==> src/rtl/seg_pkg.sv <==
`default_nettype none
// ============================================================================
// Module      : seg_pkg
// Description : Shared segment patterns, scan FSM state type and digit-enable
//               constants for the four-digit multiplexed display driver.
// Revision    : 1.0 - initial release
// ============================================================================
package seg_pkg;

    typedef enum logic [0:0] {
        ST_ON    = 1'b0,
        ST_BLANK = 1'b1
    } seg_state_t;

    // Segment order is {a,b,c,d,e,f,g}; the dp bit is appended by the scanner.
    localparam logic [6:0] c_SEG_0    = 7'b1111110;
    localparam logic [6:0] c_SEG_1    = 7'b0110000;
    localparam logic [6:0] c_SEG_2    = 7'b1101101;
    localparam logic [6:0] c_SEG_3    = 7'b1111001;
    localparam logic [6:0] c_SEG_4    = 7'b0110011;
    localparam logic [6:0] c_SEG_5    = 7'b1011011;
    localparam logic [6:0] c_SEG_6    = 7'b1011111;
    localparam logic [6:0] c_SEG_7    = 7'b1110000;
    localparam logic [6:0] c_SEG_8    = 7'b1111111;
    localparam logic [6:0] c_SEG_9    = 7'b1111011;
    localparam logic [6:0] c_SEG_DASH = 7'b0000001;
    localparam logic [6:0] c_SEG_OFF  = 7'b0000000;

    localparam logic [3:0] c_DIG_0    = 4'b1110;
    localparam logic [3:0] c_DIG_1    = 4'b1101;
    localparam logic [3:0] c_DIG_2    = 4'b1011;
    localparam logic [3:0] c_DIG_3    = 4'b0111;
    localparam logic [3:0] c_DIG_NONE = 4'b1111;

    function automatic logic [3:0] dig_enable(input logic [1:0] idx);
        logic [3:0] r;
        case (idx)
            2'd0:    r = c_DIG_0;
            2'd1:    r = c_DIG_1;
            2'd2:    r = c_DIG_2;
            default: r = c_DIG_3;
        endcase
        return r;
    endfunction

endpackage
`default_nettype wire

==> src/rtl/seg_decode.sv <==
`default_nettype none
// ============================================================================
// Module      : seg_decode
// Description : Combinational BCD nibble to 7-segment decode; 10-15 show dash.
// Revision    : 1.0 - initial release
// ============================================================================
module seg_decode
    import seg_pkg::*;
(
    input  logic [3:0] i_nib,
    output logic [6:0] o_seg
);

    always_comb begin
        o_seg = c_SEG_DASH;
        case (i_nib)
            4'd0:    o_seg = c_SEG_0;
            4'd1:    o_seg = c_SEG_1;
            4'd2:    o_seg = c_SEG_2;
            4'd3:    o_seg = c_SEG_3;
            4'd4:    o_seg = c_SEG_4;
            4'd5:    o_seg = c_SEG_5;
            4'd6:    o_seg = c_SEG_6;
            4'd7:    o_seg = c_SEG_7;
            4'd8:    o_seg = c_SEG_8;
            4'd9:    o_seg = c_SEG_9;
            default: o_seg = c_SEG_DASH;
        endcase
    end

endmodule
`default_nettype wire

==> src/rtl/seg_scan4.sv <==
`default_nettype none
// ============================================================================
// Module      : seg_scan4
// Description : Four-digit multiplexed 7-segment scanner with dead-time
//               blanking and a frame-synchronous shadow register.
//               Define SEG_SCAN_LZB_EN to blank leading zeros.
// Revision    : 1.0 - initial release
// ============================================================================
module seg_scan4
    import seg_pkg::*;
#(
    parameter int SCAN_WAIT  = 27_000,
    parameter int BLANK_WAIT = 270
) (
    input  logic        i_clk,
    input  logic        i_rst,
    input  logic [15:0] i_bcd,
    input  logic [3:0]  i_dp,
    input  logic        i_valid,
    output logic        o_ready,
    output logic [7:0]  o_seg,
    output logic [3:0]  o_dig,
    output logic        o_frame
);

    localparam int c_CNT_MAX = (SCAN_WAIT > BLANK_WAIT) ? SCAN_WAIT : BLANK_WAIT;
    localparam int c_CNT_W   = $clog2(c_CNT_MAX);

    localparam logic [c_CNT_W-1:0] c_SCAN_LAST  = c_CNT_W'(SCAN_WAIT - 1);
    localparam logic [c_CNT_W-1:0] c_BLANK_LAST = c_CNT_W'(BLANK_WAIT - 1);

    logic               w_rst;
    seg_state_t         r_state;
    logic [1:0]         r_idx;
    logic [c_CNT_W-1:0] r_cnt;
    logic [15:0]        r_act_bcd;
    logic [3:0]         r_act_dp;
    logic [15:0]        r_sh_bcd;
    logic [3:0]         r_sh_dp;
    logic               r_sh_full;
    logic [7:0]         r_seg;
    logic [3:0]         r_dig;
    logic               r_frame;

    seg_state_t         w_state_nx;
    logic [1:0]         w_idx_nx;
    logic [c_CNT_W-1:0] w_cnt_nx;
    logic               w_frame_start;
    logic               w_load;
    logic               w_capture;
    logic [15:0]        w_act_bcd_nx;
    logic [3:0]         w_act_dp_nx;
    logic [3:0]         w_nib;
    logic [6:0]         w_dec;
    logic               w_lz;
    logic [7:0]         w_seg_nx;
    logic [3:0]         w_dig_nx;

    assign w_rst = i_rst;

    always_comb begin
        w_state_nx    = r_state;
        w_idx_nx      = r_idx;
        w_cnt_nx      = r_cnt + c_CNT_W'(1);
        w_frame_start = 1'b0;
        case (r_state)
            ST_ON: begin
                if (r_cnt == c_SCAN_LAST) begin
                    w_state_nx = ST_BLANK;
                    w_cnt_nx   = '0;
                end
            end
            default: begin
                if (r_cnt == c_BLANK_LAST) begin
                    w_state_nx    = ST_ON;
                    w_cnt_nx      = '0;
                    w_idx_nx      = r_idx + 2'd1;
                    w_frame_start = (r_idx == 2'd3);
                end
            end
        endcase
    end

    // Active data only changes at the frame boundary, so a frame never tears.
    assign w_load       = w_frame_start && r_sh_full;
    assign w_capture    = i_valid && !r_sh_full;
    assign w_act_bcd_nx = w_load ? r_sh_bcd : r_act_bcd;
    assign w_act_dp_nx  = w_load ? r_sh_dp  : r_act_dp;
    assign w_nib        = w_act_bcd_nx[{w_idx_nx, 2'b00} +: 4];

    seg_decode u_decode (
        .i_nib (w_nib),
        .o_seg (w_dec)
    );

`ifdef SEG_SCAN_LZB_EN
    always_comb begin
        w_lz = 1'b0;
        case (w_idx_nx)
            2'd3:    w_lz = (w_act_bcd_nx[15:12] == 4'd0);
            2'd2:    w_lz = (w_act_bcd_nx[15:8]  == 8'd0);
            2'd1:    w_lz = (w_act_bcd_nx[15:4]  == 12'd0);
            default: w_lz = 1'b0;
        endcase
    end
`else
    assign w_lz = 1'b0;
`endif

    always_comb begin
        w_seg_nx = {c_SEG_OFF, 1'b0};
        w_dig_nx = c_DIG_NONE;
        if (w_state_nx == ST_ON) begin
            w_seg_nx = {(w_lz ? c_SEG_OFF : w_dec), w_act_dp_nx[w_idx_nx]};
            w_dig_nx = dig_enable(w_idx_nx);
        end
    end

    always_ff @(posedge i_clk) begin
        if (w_rst) begin
            r_state   <= ST_ON;
            r_idx     <= 2'd0;
            r_cnt     <= '0;
            r_act_bcd <= 16'h0000;
            r_act_dp  <= 4'h0;
            r_sh_bcd  <= 16'h0000;
            r_sh_dp   <= 4'h0;
            r_sh_full <= 1'b0;
            r_seg     <= {c_SEG_0, 1'b0};
            r_dig     <= c_DIG_0;
            r_frame   <= 1'b0;
        end else begin
            r_state   <= w_state_nx;
            r_idx     <= w_idx_nx;
            r_cnt     <= w_cnt_nx;
            r_act_bcd <= w_act_bcd_nx;
            r_act_dp  <= w_act_dp_nx;
            r_seg     <= w_seg_nx;
            r_dig     <= w_dig_nx;
            r_frame   <= w_frame_start;
            // Load needs a full shadow, capture an empty one: never both.
            if (w_load) begin
                r_sh_full <= 1'b0;
            end else if (w_capture) begin
                r_sh_bcd  <= i_bcd;
                r_sh_dp   <= i_dp;
                r_sh_full <= 1'b1;
            end
        end
    end

    assign o_ready = !r_sh_full;
    assign o_seg   = r_seg;
    assign o_dig   = r_dig;
    assign o_frame = r_frame;

endmodule
`default_nettype wire

==> config.mk <==
export PLATFORM = sky130hd
export DESIGN_NAME = seg_scan4
export DESIGN_NICKNAME = d
export VERILOG_FILES = /design/src/rtl/seg_pkg.sv /design/src/rtl/seg_decode.sv /design/src/rtl/seg_scan4.sv
export SDC_FILE = /design/constraint.sdc
export NUM_CORES = 1
export LEC_CHECK = 0
export ABC_AREA = 1
export CORE_MARGIN = 3
export CORE_UTILIZATION = 55
export DETAILED_ROUTE_END_ITERATION = 12
export PLACE_DENSITY = 0.8
export SLEW_MARGIN = 40
export SYNTH_ARGS = -nofsm -noshare
export SYNTH_HDL_FRONTEND = slang
export SYNTH_SLANG_ARGS = --single-unit
==> constraint.sdc <==
create_clock -name i_clk -period 4.69 [get_ports i_clk]
set_input_delay 0.938 -clock i_clk [delete_from_list [all_inputs] [get_ports i_clk]]
set_output_delay 0.938 -clock i_clk [all_outputs]
set_load 0.005 [all_outputs]
Word level (Yosys, flattened, before mapping). Memories as Yosys holds them, arrays and structs flattened. Index checks and enable logic that the tools add are counted. W data, S select, Z words.

Add/subtract/negate cells: 2. Order comparisons: 1. Equality and inequality tests: 5. Shift operators: 1. Mux-type cells: 17. Bitwise gates (word level): 1. Reduce and logical (&&, ||, !) cells: 7.

Operators by type and width (number): $mux W15 (3); $mux W16 (1); $shiftx A16 B5 Y4 (1); $add A15 B1 Y15 const B (1); $eq A15 B15 Y1 const B (1); $eq A15 B9 Y1 const B (1); $pmux W4 S3 (1); $mux W8 (1); $mux W1 (7); $eq A2 B2 Y1 const B (2); $mux W2 (2); $mux W4 (1); $reduce_or A2 Y1 (2); $lt A2 B3 Y1 const B (1); $add A2 B1 Y2 const B (1); $bmux W1 S2 (1); $eq A2 B1 Y1 const B (1); $logic_and A1 B1 Y1 (2); $logic_not A2 Y1 (1); $reduce_and A2 Y1 (1); $logic_not A1 Y1 (1); $not A1 Y1 (1).

Flip-flop bits (word level): 72. Bits in read-only memories: 112. Input bits: 23. Output and inout port bits: 14. Word-level logic and storage cells: 48. Memories: 1.

Memories: (name not given) (words 16, bits a word 7, read ports 1, clocked after memory_dff 0, write ports 0, RTL line seg_decode.sv:16) `case (i_nib)`.

Depth between registers and ports, before layout. Gate-level depths: netlist (run 1).

Word-level depth: 8. Depth in mapped cells: 21. Gate-level depth less buffers: 21.

By module. Synthesis (run 1) repeated with hierarchy kept, for this count alone.

Cell total of the unflattened synthesis: 472. Area total of the unflattened synthesis: 3503.4 µm².

By module, submodules not included: seg_scan4 (instances 1, cells each 436, area an instance 3310.7 µm², seq. area each 1441.4 µm²); seg_decode (instances 1, cells each 36, area an instance 192.7 µm², seq. area each 0.0 µm²).

Worst setup path before layout (run 1). No wires, ideal clock.

Path type: register to register. Start: reg r_cnt[0]. End: reg r_seg[4], in the netlist o_seg[4]. Setup time: 124 ps. Arrival time: 2186 ps. Slack: 2381 ps. Stages on the path, launching flop included: 18. Buffers on the path: 1. Period minus slack after synthesis: 2309 ps. Cell sequence: dfxtp_1 > ha_1 > nand2_1 > inv_1 > nand2_1 > nor2_4 > nand4_4 > buf_2 > nand2_1 > nand2_1 > inv_1 > nor2_1 > nor3_1 > ha_1 > nand2_1 > nand3_1 > nand2_1 > nand2_1.

Word-level cells in the longest chain between the ends: 8.

RTL lines: from (decl) (RTL line seg_scan4.sv:35) `logic [c_CNT_W-1:0] r_cnt;`; from (signal assigned) (RTL line seg_scan4.sv:135) `r_cnt <= w_cnt_nx;`; $eq A15 B9 Y1 (RTL line seg_scan4.sv:74) `if (r_cnt == c_BLANK_LAST) begin`; $mux W1 (RTL line seg_scan4.sv:74); $mux W1 (RTL line seg_scan4.sv:66) `case (r_state)`; $logic_and A1 B1 Y1 (RTL line seg_scan4.sv:85) `assign w_load = w_frame_start && r_sh_full;`; $mux W16 (RTL line seg_scan4.sv:87) `assign w_act_bcd_nx = w_load ? r_sh_bcd : r_act_bcd;`; $shiftx A16 B5 Y4 (RTL line seg_scan4.sv:89) `assign w_nib = w_act_bcd_nx[{w_idx_nx, 2'b00} +: 4];`; $mem_v2 Z16 W7; $mux W8 (*) (RTL line seg_scan4.sv:113) `if (w_state_nx == ST_ON) begin`; to (signal assigned) (RTL line seg_scan4.sv:129) `r_seg <= {c_SEG_0, 1'b0};`; to (signal assigned) (RTL line seg_scan4.sv:138) `r_seg <= w_seg_nx;`; to (decl) (RTL line seg_scan4.sv:41) `logic [7:0] r_seg;`.

Every way passes the cells marked *; elsewhere a longest branch is shown, timed or not. A chain may end at the register's enable or synchronous reset.

Worst setup path after layout (run 1). Ends and elaborated chain as after synthesis.

==> run metrics, run 1 <==
post-synthesis sequential element count 72; Mapped Cells 455; status finished, final reports clean; Final #Nets 521; Unique masters post-synth 30; vias in the first global route 2668; first-pass GRT wire length 11.6 mm; worst reg-to-reg path cell count 18; crit path max-delay cell type nor3_1; CTS sink cnt 72; final setup skew 0.00798 ns; Post-CTS Setup Repair Bufs 0; DR iter-0 viols 150; final WL 6.74 mm; post-synth top area share 0.438; Cell Rows 27; Core ar. 5640 µm²; ys async rst share 0; Post-Route Setup TNS 0 ns; effective utilization at floorplan 0.583; Post-synth EDFFs 0; TritonCTS clock tree yes; Routability Congestion 0.872; HP Class reg -> reg; vias after detailed routing 2920; sequential area share after synthesis 0.438; cell area after layout 3900 µm²; syn nets 486; crit-path cells ha_1 -> nand2_1 -> inv_1 -> nand2_1 -> nor2_4 -> nand4_4 -> nand2_1 -> nand2_1 -> inv_1 -> nor2_1 -> nor3_1 -> inv_1 -> ha_1 -> inv_1 -> nand2_1 -> nand3_1 -> nand2_1 -> nand2_1; largest cells by area after synthesis dfxtp_1 44%, nand2_1 13%, nor2_1 8.3%; r2r startpoint r_cnt[0]; fin crit period 2.84 ns; setup-violating endpoint count in the final report 0; IO Count 37; CP peak stage delay 0.45 ns; Max VDD drop 0.225 mV; clk buf depth 2; Final period util 0.605; Synth Flop Type dfxtp_1; most used cell, CP nand2_1; total CTS buffers 9; Arrival @ worst endpoint 3.13 ns; Rel. slew slack 0.509; Layout area overhead 18.7%; Synth area leader dfxtp_1; data required time of the worst path 4.98 ns; max frequency 0.352 GHz; Filler Cells Inserted 469; Die Height 83.3 µm; post-synthesis area per instance 7.23 µm²; Setup CP Type reg -> reg; R2R Path End o_seg[4]; Worst-Skew Late Latency 0.35 ns; Power per Cell Area 318 nW/µm²; die width 83.3 µm; GRT Total Usage 0.203; hold_sp r_sh_bcd[11]; GRT overflow 0; PortBufs 36; max-slew violation count 0; share of layout cells above drive strength 1 0.0911; Pre-antenna DRT Iters 5; Detail Route Antenna Nets 0; post-cts hold buffer count 0; Placement Cell Area 3690 µm²; CP Launch Type flip-flop; netlist area before placement 3290 µm²; RSZ-0062 raised after global routing no; initial antenna violation count 0; Leak Pwr 0.00168 µW; final core utilization 0.692; Root Driver clkbuf_8; CP max FO 24; Detail Placement HPWL 4.93 mm; worst slew pin tran 0.734 ns; element type at the critical path end flip-flop; Diodes inserted 0; WL/cell 11.9 µm; die area 6940 µm²; Worst Setup SP r_cnt[0]; CTS H-tree depth 3; Worst-path clk slew 0.08 ns; largest net degree at the start of global routing 32; DR DRC count 0; vias per cell 5.16; Syn. warnings 0; Post-CTS Resized 0; max-cap violations 0; Final Hold Vio Count 0; total power 1240 µW; critical path endpoint o_seg[4]; setup slack, reg-to-reg 1.85 ns
## per-layer routing
metal | vias to the layer above | part of all wire | wire length (µm) | track usage
li1 | 1514 | - | - | -
met1 | 1308 | 0.47 | 3140 | 0.251
met2 | 87 | 0.46 | 3120 | 0.339
met3 | 11 | 0.054 | 367 | 0.0446
met4 | 0 | 0.016 | 106 | 0.0847
met5 | - | 0 | 0 | 0
## Yosys cell counts (2+ instances only)
library cell / number
nand2_1: 110
xor2_1: 6
buf_2: 2
ha_1: 8
nand4_1: 11
o21ai_0: 23
inv_2: 4
nor2_1: 73
nor2_4: 7
and2_1: 4
nor4_1: 4
nor3b_1: 5
clkbuf_1: 11
nor3_1: 5
nand2_2: 11
dfxtp_1: 72
o21ai_1: 5
inv_1: 45
a21oi_1: 21
o211ai_1: 2
nand3_1: 17
## worst max-delay path, delay by kind of cell, from the launching register on
family | cells | cell delay [ns]
and+or+nand+nor | 12 | 1.63
adders and majority gates | 2 | 0.44
DFF | 1 | 0.38
buffers and inverters | 4 | 0.32
## power breakdown
| group | leakage [µW] | switching (µW) | internal, µW |
|---|---|---|---|
| combinational | 0.000992 | 33.7 | 33.2 |
| clock | 0.000102 | 233 | 299 |
| sequential | 0.000587 | 11.7 | 630 |
## final cells by class
type | instances | area, µm² | area share
Inverter | 49 | 184 | 0.0471
Sequential cell | 72 | 1440 | 0.369
Multi-Input combinational cell | 320 | 1600 | 0.410
Clock inverter | 6 | 92.6 | 0.0237
Tap cell | 72 | 90.1 | 0.0231
Timing Repair Buffer | 38 | 370 | 0.0949
Clock buffer | 9 | 124 | 0.0317
## stage by stage
| stage | setup slack, ns | hold WS (ns) | instances |
|---|---|---|---|
| after floorplan | 2.38 | 0.424 | 455 |
| after global placement | 1.76 | 0.436 | 550 |
| after detailed placement | 1.63 | 0.451 | 551 |
| after CTS | 1.87 | 0.463 | 566 |
| after global routing | 1.41 | 0.474 | 566 |
| final | 1.85 | 0.458 | 566 |
## registers in the layout, indices dropped and copies added (netlist names), 2 cells and up
signal     count
o_dig          4
o_seg          8
r_act_bcd     16
r_act_dp       4
r_cnt         15
r_idx          2
r_sh_bcd      16
r_sh_dp        4
## placed cells by master (no fill, tap or decap), drive strengths merged
cell           count
a21oi             22
a22oi              1
o211ai             2
nand3             18
o21ai             28
clkbuf             9
clkinv             1
nand2            122
clkinvlp           2
a211oi             1
dfxtp             72
inv               50
buf                3
bufinv             2
nor3               5
a31oi              1
xor2               6
and2               4
clkdlybuf4s50     35
nand4             12
nor2              81
nor3b              5
ha                 8
nor4               4
## kinds of logic (layout without fill, tap and decap cells)
kind of cell / Yosys count / in the layout / synth area share
adder cells (fa/ha/maj): 8 / 8 / 0.0304
AO/OA/AOI/OAI: 55 / 55 / 0.0906
XOR/XNOR: 6 / 6 / 0.0160
flip-flops: 72 / 72 / 0.438
buffers and inverters: 63 / 102 / 0.0750
AND/OR/NAND/NOR: 251 / 251 / 0.350
## worst min-delay path by stage
stage,slack (ns),cells past startpoint,end
final,0.46,2,r_sh_bcd[11]
after global routing,0.47,2,r_sh_bcd[15]
after CTS,0.46,2,r_sh_bcd[15]
after detailed placement,0.45,2,r_sh_bcd[15]
after global placement,0.44,2,r_sh_bcd[15]
after floorplan,0.42,2,r_sh_bcd[15]
No activity file was read; power rests on OpenSTA's default activity.
==> inputs of run 2 (changes only) <==
Clock period 4.69 ns to 2.8 ns, I/O delays scaled along.
==> run metrics, run 2 (synthesized netlist as in run 1, its figures left out) <==
placed insts 557 (+1.1%); Power per Cell Area 523 nW/µm² (+65%); Routability Congestion 0.922 (+5.7%); initial antenna violation count 0 (unchanged); Final Hold Vio Count 0 (unchanged); most used cell, CP nand2_1; Pre-antenna DRT Iters 5 (unchanged); vias in the first global route 2659 (-0.34%); max frequency 0.405 GHz (+15%); largest net degree at the start of global routing 32 (unchanged); Fin Hold WS 0.455 ns (-0.00326 ns); RSZ-0062 raised after global routing no; GRT Total Usage 0.213 (+0.00990); post-cts hold buffer count 0 (unchanged); hold_sp r_sh_bcd[9]; final core utilization 0.709 (+0.0171); max-cap violations 0 (unchanged); vias per cell 5.07 (-1.8%); global-route track usage on met1 0.260 (+0.00877); R2R Path End o_seg[3]; Final Instance Count excl. Fillers 578 (+2.1%); commonest non-fill, non-tap cell in the layout nand2_1; Core ar. 5640 µm² (unchanged); max-slew violation count 0 (unchanged); grt met2 use 0.356 (+0.0175); setup-violating endpoint count in the final report 0 (unchanged); data required time of the worst path 3.05 ns (-1.93 ns); Worst Setup SP r_cnt[0]; worst slew pin tran 0.653 ns (-0.0809 ns); fin crit period 2.47 ns (-0.369 ns); sequential share of power 0.512 (-0.005); Worst Path Buf+Inv 4 (unchanged); final WL 7.12 mm (+5.7%); die area 6940 µm² (unchanged); setup slack, reg-to-reg 0.33 ns (-1.52 ns); die width 83.3 µm (unchanged); total CTS buffers 9 (unchanged); Arrival @ worst endpoint 2.72 ns (-0.41 ns); WHS Endpoint r_sh_bcd[9]; crit path max-delay cell type dfxtp_1; global route hottest layer met2; PortBufs 36 (unchanged); Hold Crit Depth 2 (unchanged); Rel. slew slack 0.564 (+0.0552); CP Launch Type flip-flop; Combinational Power Share 0.057 (+0.003); Leak Pwr 0.00174 µW (+3.6%); Worst-Skew Late Latency 0.35 ns (about the same); CP peak stage delay 0.39 ns (-0.06 ns); most frequent cells in the layout 110 x nand2_1, 73 x nor2_1, 72 x dfxtp_1, 45 x inv_1, 36 x clkdlybuf4s50_1; Sw Pwr 458 µW (+65%); switch share 0.219 (-0.00553); grt met3 use 0.0456 (+0.000992); Root Driver clkbuf_8; status finished, final reports clean; clk buf depth 2 (unchanged); Layout area overhead 21.6%; CP max FO 11 (-54%); r2r startpoint r_cnt[0]; DR iter-0 viols 165 (+10%); dpl ws 0.218 ns (-1.41 ns); Cell Rows 27 (unchanged); Detail Placement HPWL 5.02 mm (+1.9%); biggest regs r_act_bcd x16, r_sh_bcd x16, r_cnt x15; Final #Nets 532 (+2.1%); final setup skew 0.00797 ns (-0.00000470 ns); vias after detailed routing 2929 (+0.31%); WL/cell 12.3 µm (+3.5%); Clk network pwr share 0.431 (+0.002); element type at the critical path end flip-flop; CTS H-tree depth 3 (unchanged); Worst-path clk slew 0.08 ns (about the same); Max VDD drop 0.348 mV (+55%); GRT overflow 0 (unchanged); worst reg-to-reg path cell count 18 (unchanged); CTS sink cnt 72 (unchanged); share of layout cells above drive strength 1 0.113 (+0.0216); Detail Route Antenna Nets 0 (unchanged); Die Height 83.3 µm (unchanged); Final period util 0.882 (+0.277); internal power 1630 µW (+70%); IO Count 37 (unchanged); effective utilization at floorplan 0.583 (unchanged); DR DRC count 0 (unchanged); first-pass GRT wire length 12.0 mm (+3.2%); Setup CP Type reg -> reg; CP delay by family, top simple AND/OR/NAND/NOR gates; Post-Route Setup TNS 0 ns (unchanged); crit-path cells ha_1 -> nand2_1 -> inv_1 -> nand2_1 -> nor2_4 -> nand4_4 -> buf_4 -> nand2_1 -> o21ai_1 -> nand2_1 -> nand2_1 -> nor2_4 -> inv_1 -> ha_1 -> nand2_1 -> nand3_1 -> o21ai_1 -> inv_1; TritonCTS clock tree yes; Worst Setup Slack, final 0.331 ns (-1.52 ns); Diodes inserted 0 (unchanged); HP Class reg -> reg
-- run 2: changes by cell type in the layout (fill, tap and decap cells not counted), sizes merged --
cell,delta
clkinvlp,-1
clkinv,+2
inv,-1
clkdlybuf4s50,+1
buf,+10
clkbuf,+1
-- run 2: metrics by stage --
step	power (µW)	cell area (µm²)
finish	2090	4000
global route	2160	4000
CTS	2100	3960
detailed placement	1210	3740
global placement	1210	3730
floorplan	1150	3290
-- run 2: worst min-delay path, cell delays in order, from the launching register on --
cell     delay, ns
dfxtp_1       0.30
inv_1         0.06
a21oi_1       0.05
-- run 2: timing repair --
action | in CTS | in global routing
resized for setup | 0 | 1
endpoints found under the setup margin | 0 | 7
setup buffers | 0 | 5
-- run 2: cell type report --
class / instances / area (µm²)
inverters: 49 / 184
clock buffers: 10 / 138
multi-input cells: 320 / 1610
well taps: 72 / 90.1
repair buffers: 49 / 458
clock inverters: 6 / 82.6
fillers: 460 / 1640
flip-flops and latches: 72 / 1440
-- run 2: worst max-delay path by stage --
stage | endpoint | slack (ns) | depth (start not counted)
floorplan | o_seg[4] | 0.49 | 17
global placement | o_seg[4] | 0.34 | 16
detailed placement | o_seg[4] | 0.22 | 16
CTS | o_seg[4] | 0.20 | 16
global route | o_seg[4] | 0.03 | 17
finish | o_seg[3] | 0.33 | 18
-- run 2: power by group through the flow --
| stage | registers, µW | clock network [µW] | logic (µW) |
|---|---|---|---|
| final | 1070 | 901 | 120 |
| after global placement | 1090 | 0 | 117 |
| after detailed placement | 1090 | 0 | 120 |
| after global routing | 1070 | 949 | 137 |
| after CTS | 1070 | 913 | 121 |
| after floorplan | 1090 | 0 | 61.6 |
-- run 2: per-layer routing --
| layer | share of wire | vias to the layer above |
|---|---|---|
| li1 | - | 1538 |
| met1 | 0.45 | 1278 |
| met2 | 0.47 | 99 |
| met3 | 0.060 | 14 |
| met4 | 0.018 | 0 |
| met5 | 0 | - |
==> inputs of run 3 (changes only) <==
Settings changed: SLEW_MARGIN 40 to 30.
==> run metrics, run 3 (synthesized netlist as in run 1, its figures left out) <==
status finished, final reports clean; Pre-antenna DRT Iters 4 (-1); post-cts hold buffer count 0 (unchanged); vias in the first global route 2682 (+0.86%); share of layout cells above drive strength 1 0.107 (-0.00572); Diodes inserted 0 (unchanged); Arrival @ worst endpoint 2.74 ns (+0.02 ns); DR DRC count 0 (unchanged); Combinational Power Share 0.061 (+0.004); CTS H-tree depth 3 (unchanged); Worst-path clk slew 0.07 ns (about the same); CP Launch Type flip-flop; internal power 1520 µW (-6.9%); Core ar. 5640 µm² (unchanged); PortBufs 36 (unchanged); Placement Cell Area 3730 µm² (-0.20%); total CTS buffers 9 (unchanged); CP max FO 12 (+1); element type at the critical path end flip-flop; effective utilization at floorplan 0.583 (unchanged); CTS sink cnt 72 (unchanged); most frequent cells in the layout 110 x nand2_1, 73 x nor2_1, 72 x dfxtp_1, 44 x inv_1, 36 x clkdlybuf4s50_1; Layout area overhead 20.2%; first-pass GRT wire length 11.8 mm (-1.6%); R2R Path End o_seg[3]; setup-violating endpoint count in the final report 0 (unchanged); Final #Nets 531 (-0.19%); Worst-Skew Late Latency 0.34 ns (about the same); die width 83.3 µm (unchanged); WL/cell 11.8 µm (-4.6%); Final period util 0.895 (+0.0126); final WL 6.78 mm (-4.8%); vias after detailed routing 2864 (-2.2%); Post-Route Setup TNS 0 ns (unchanged); hold_sp r_sh_bcd[9]; Setup CP Type reg -> reg; Hold Crit Depth 2 (unchanged); Filler Cells Inserted 470 (+2.2%); Final Hold Vio Count 0 (unchanged); largest net degree at the start of global routing 32 (unchanged); worst slew pin tran 0.649 ns (-0.00350 ns); commonest non-fill, non-tap cell in the layout nand2_1; HP Class reg -> reg; setup slack, reg-to-reg 0.30 ns (-0.04 ns); GRT Total Usage 0.206 (-0.00645); Sw Pwr 434 µW (-5.3%); Fin Hold WS 0.454 ns (-0.00121 ns); max-slew violation count 0 (unchanged); Power per Cell Area 495 nW/µm² (-5.4%); cell area after layout 3950 µm² (-1.2%); biggest regs r_act_bcd x16, r_sh_bcd x16, r_cnt x15; Die Height 83.3 µm (unchanged); sequential share of power 0.548 (+0.036); worst reg-to-reg path cell count 18 (unchanged); Max VDD drop 0.323 mV (-7.1%); Rel. slew slack 0.567 (+0.00234); WHS Endpoint r_sh_bcd[9]; die area 6940 µm² (unchanged); Leak Pwr 0.00172 µW (-1.4%); fin crit period 2.50 ns (+0.0354 ns); DR iter-0 viols 240 (+45%); initial antenna violation count 0 (unchanged); Routability Congestion 0.922 (unchanged); data required time of the worst path 3.03 ns (-0.02 ns); final setup skew 0.00668 ns (-0.00129 ns); Clk network pwr share 0.391 (-0.040); GRT overflow 0 (unchanged); max-cap violations 0 (unchanged); TritonCTS clock tree yes; Cell Rows 27 (unchanged); vias per cell 4.96 (-2.0%); RSZ-0062 raised after global routing no; r2r startpoint r_cnt[0]; Root Driver clkbuf_8; IO Count 37 (unchanged); max frequency 0.399 GHz (-1.4%); clk buf depth 2 (unchanged); Detail Placement HPWL 5.00 mm (-0.28%); switch share 0.222 (+0.00281); Detail Route Antenna Nets 0 (unchanged)
==> run 3: cell types whose count changed in the layout (fill, tap and decap cells not counted), sizes merged <==
cell	previous run	this run
clkbuf	10	12
buf	13	12
bufinv	2	1
clkinvlp	1	0
==> run 3: final cells by class <==
class	instances	area (µm²)	share of cell area
multi-input cells	320	1610	0.406
well taps	72	90.1	0.0228
clock inverters	4	45.0	0.0114
clock buffers	12	135	0.0342
inverters	49	184	0.0465
repair buffers	48	450	0.114
flip-flops and latches	72	1440	0.365
==> run 3: metal layers <==
metal  global-route usage  up-vias  part of all wire
li1                     -     1530                 -
met1                0.267     1249              0.48
met2                0.333       71              0.45
met3               0.0357       14             0.047
met4               0.0966        0             0.024
met5                    0        -                 0
==> run 3: repair_timing <==
| action | 4_1_cts | 5_1_grt |
|---|---|---|
| gates resized for setup | 0 | 2 |
| setup buffers | 0 | 4 |
| setup endpoints to repair | 0 | 7 |
==> run 3: power groups by stage <==
stage	logic [µW]	clock network, µW	registers (µW)
after global routing	137	818	1070
after CTS	120	785	1070
final	120	765	1070
after floorplan	61.6	0	1090
after global placement	117	0	1090
after detailed placement	119	0	1090
==> run 3: worst max-delay path, stage by stage, from the launching register on <==
cell,delay [ns]
dfxtp_1,0.38
ha_1,0.20
nand2_1,0.08
inv_1,0.06
nand2_1,0.07
nor2_4,0.15
nand4_4,0.20
buf_4,0.24
nand2_1,0.06
o21ai_1,0.07
nand2_1,0.06
nand2_1,0.07
nor2_4,0.15
inv_1,0.10
ha_1,0.21
nand2_1,0.08
nand3_1,0.08
o21ai_1,0.09
inv_1,0.04
==> run 3: worst max-delay path by stage <==
stage	startpoint	to	cells past startpoint
after floorplan	r_cnt[0]	o_seg[4]	17
after global placement	r_cnt[0]	o_seg[4]	16
after detailed placement	r_cnt[0]	o_seg[4]	16
after CTS	r_cnt[0]	o_seg[4]	16
after global routing	r_cnt[0]	o_seg[3]	18
final	r_cnt[0]	o_seg[3]	18
==> run 3: metrics by stage <==
step | instances | total power [µW] | utilization | worst slack [ns]
after floorplan | 455 | 1150 | - | 0.491
after CTS | 572 | 1980 | 0.693 | 0.201
after detailed placement | 556 | 1210 | 0.661 | 0.208
final | 577 | 1960 | 0.700 | 0.295
after global routing | 577 | 2030 | 0.700 | 0.0200
after global placement | 556 | 1210 | 0.661 | 0.338
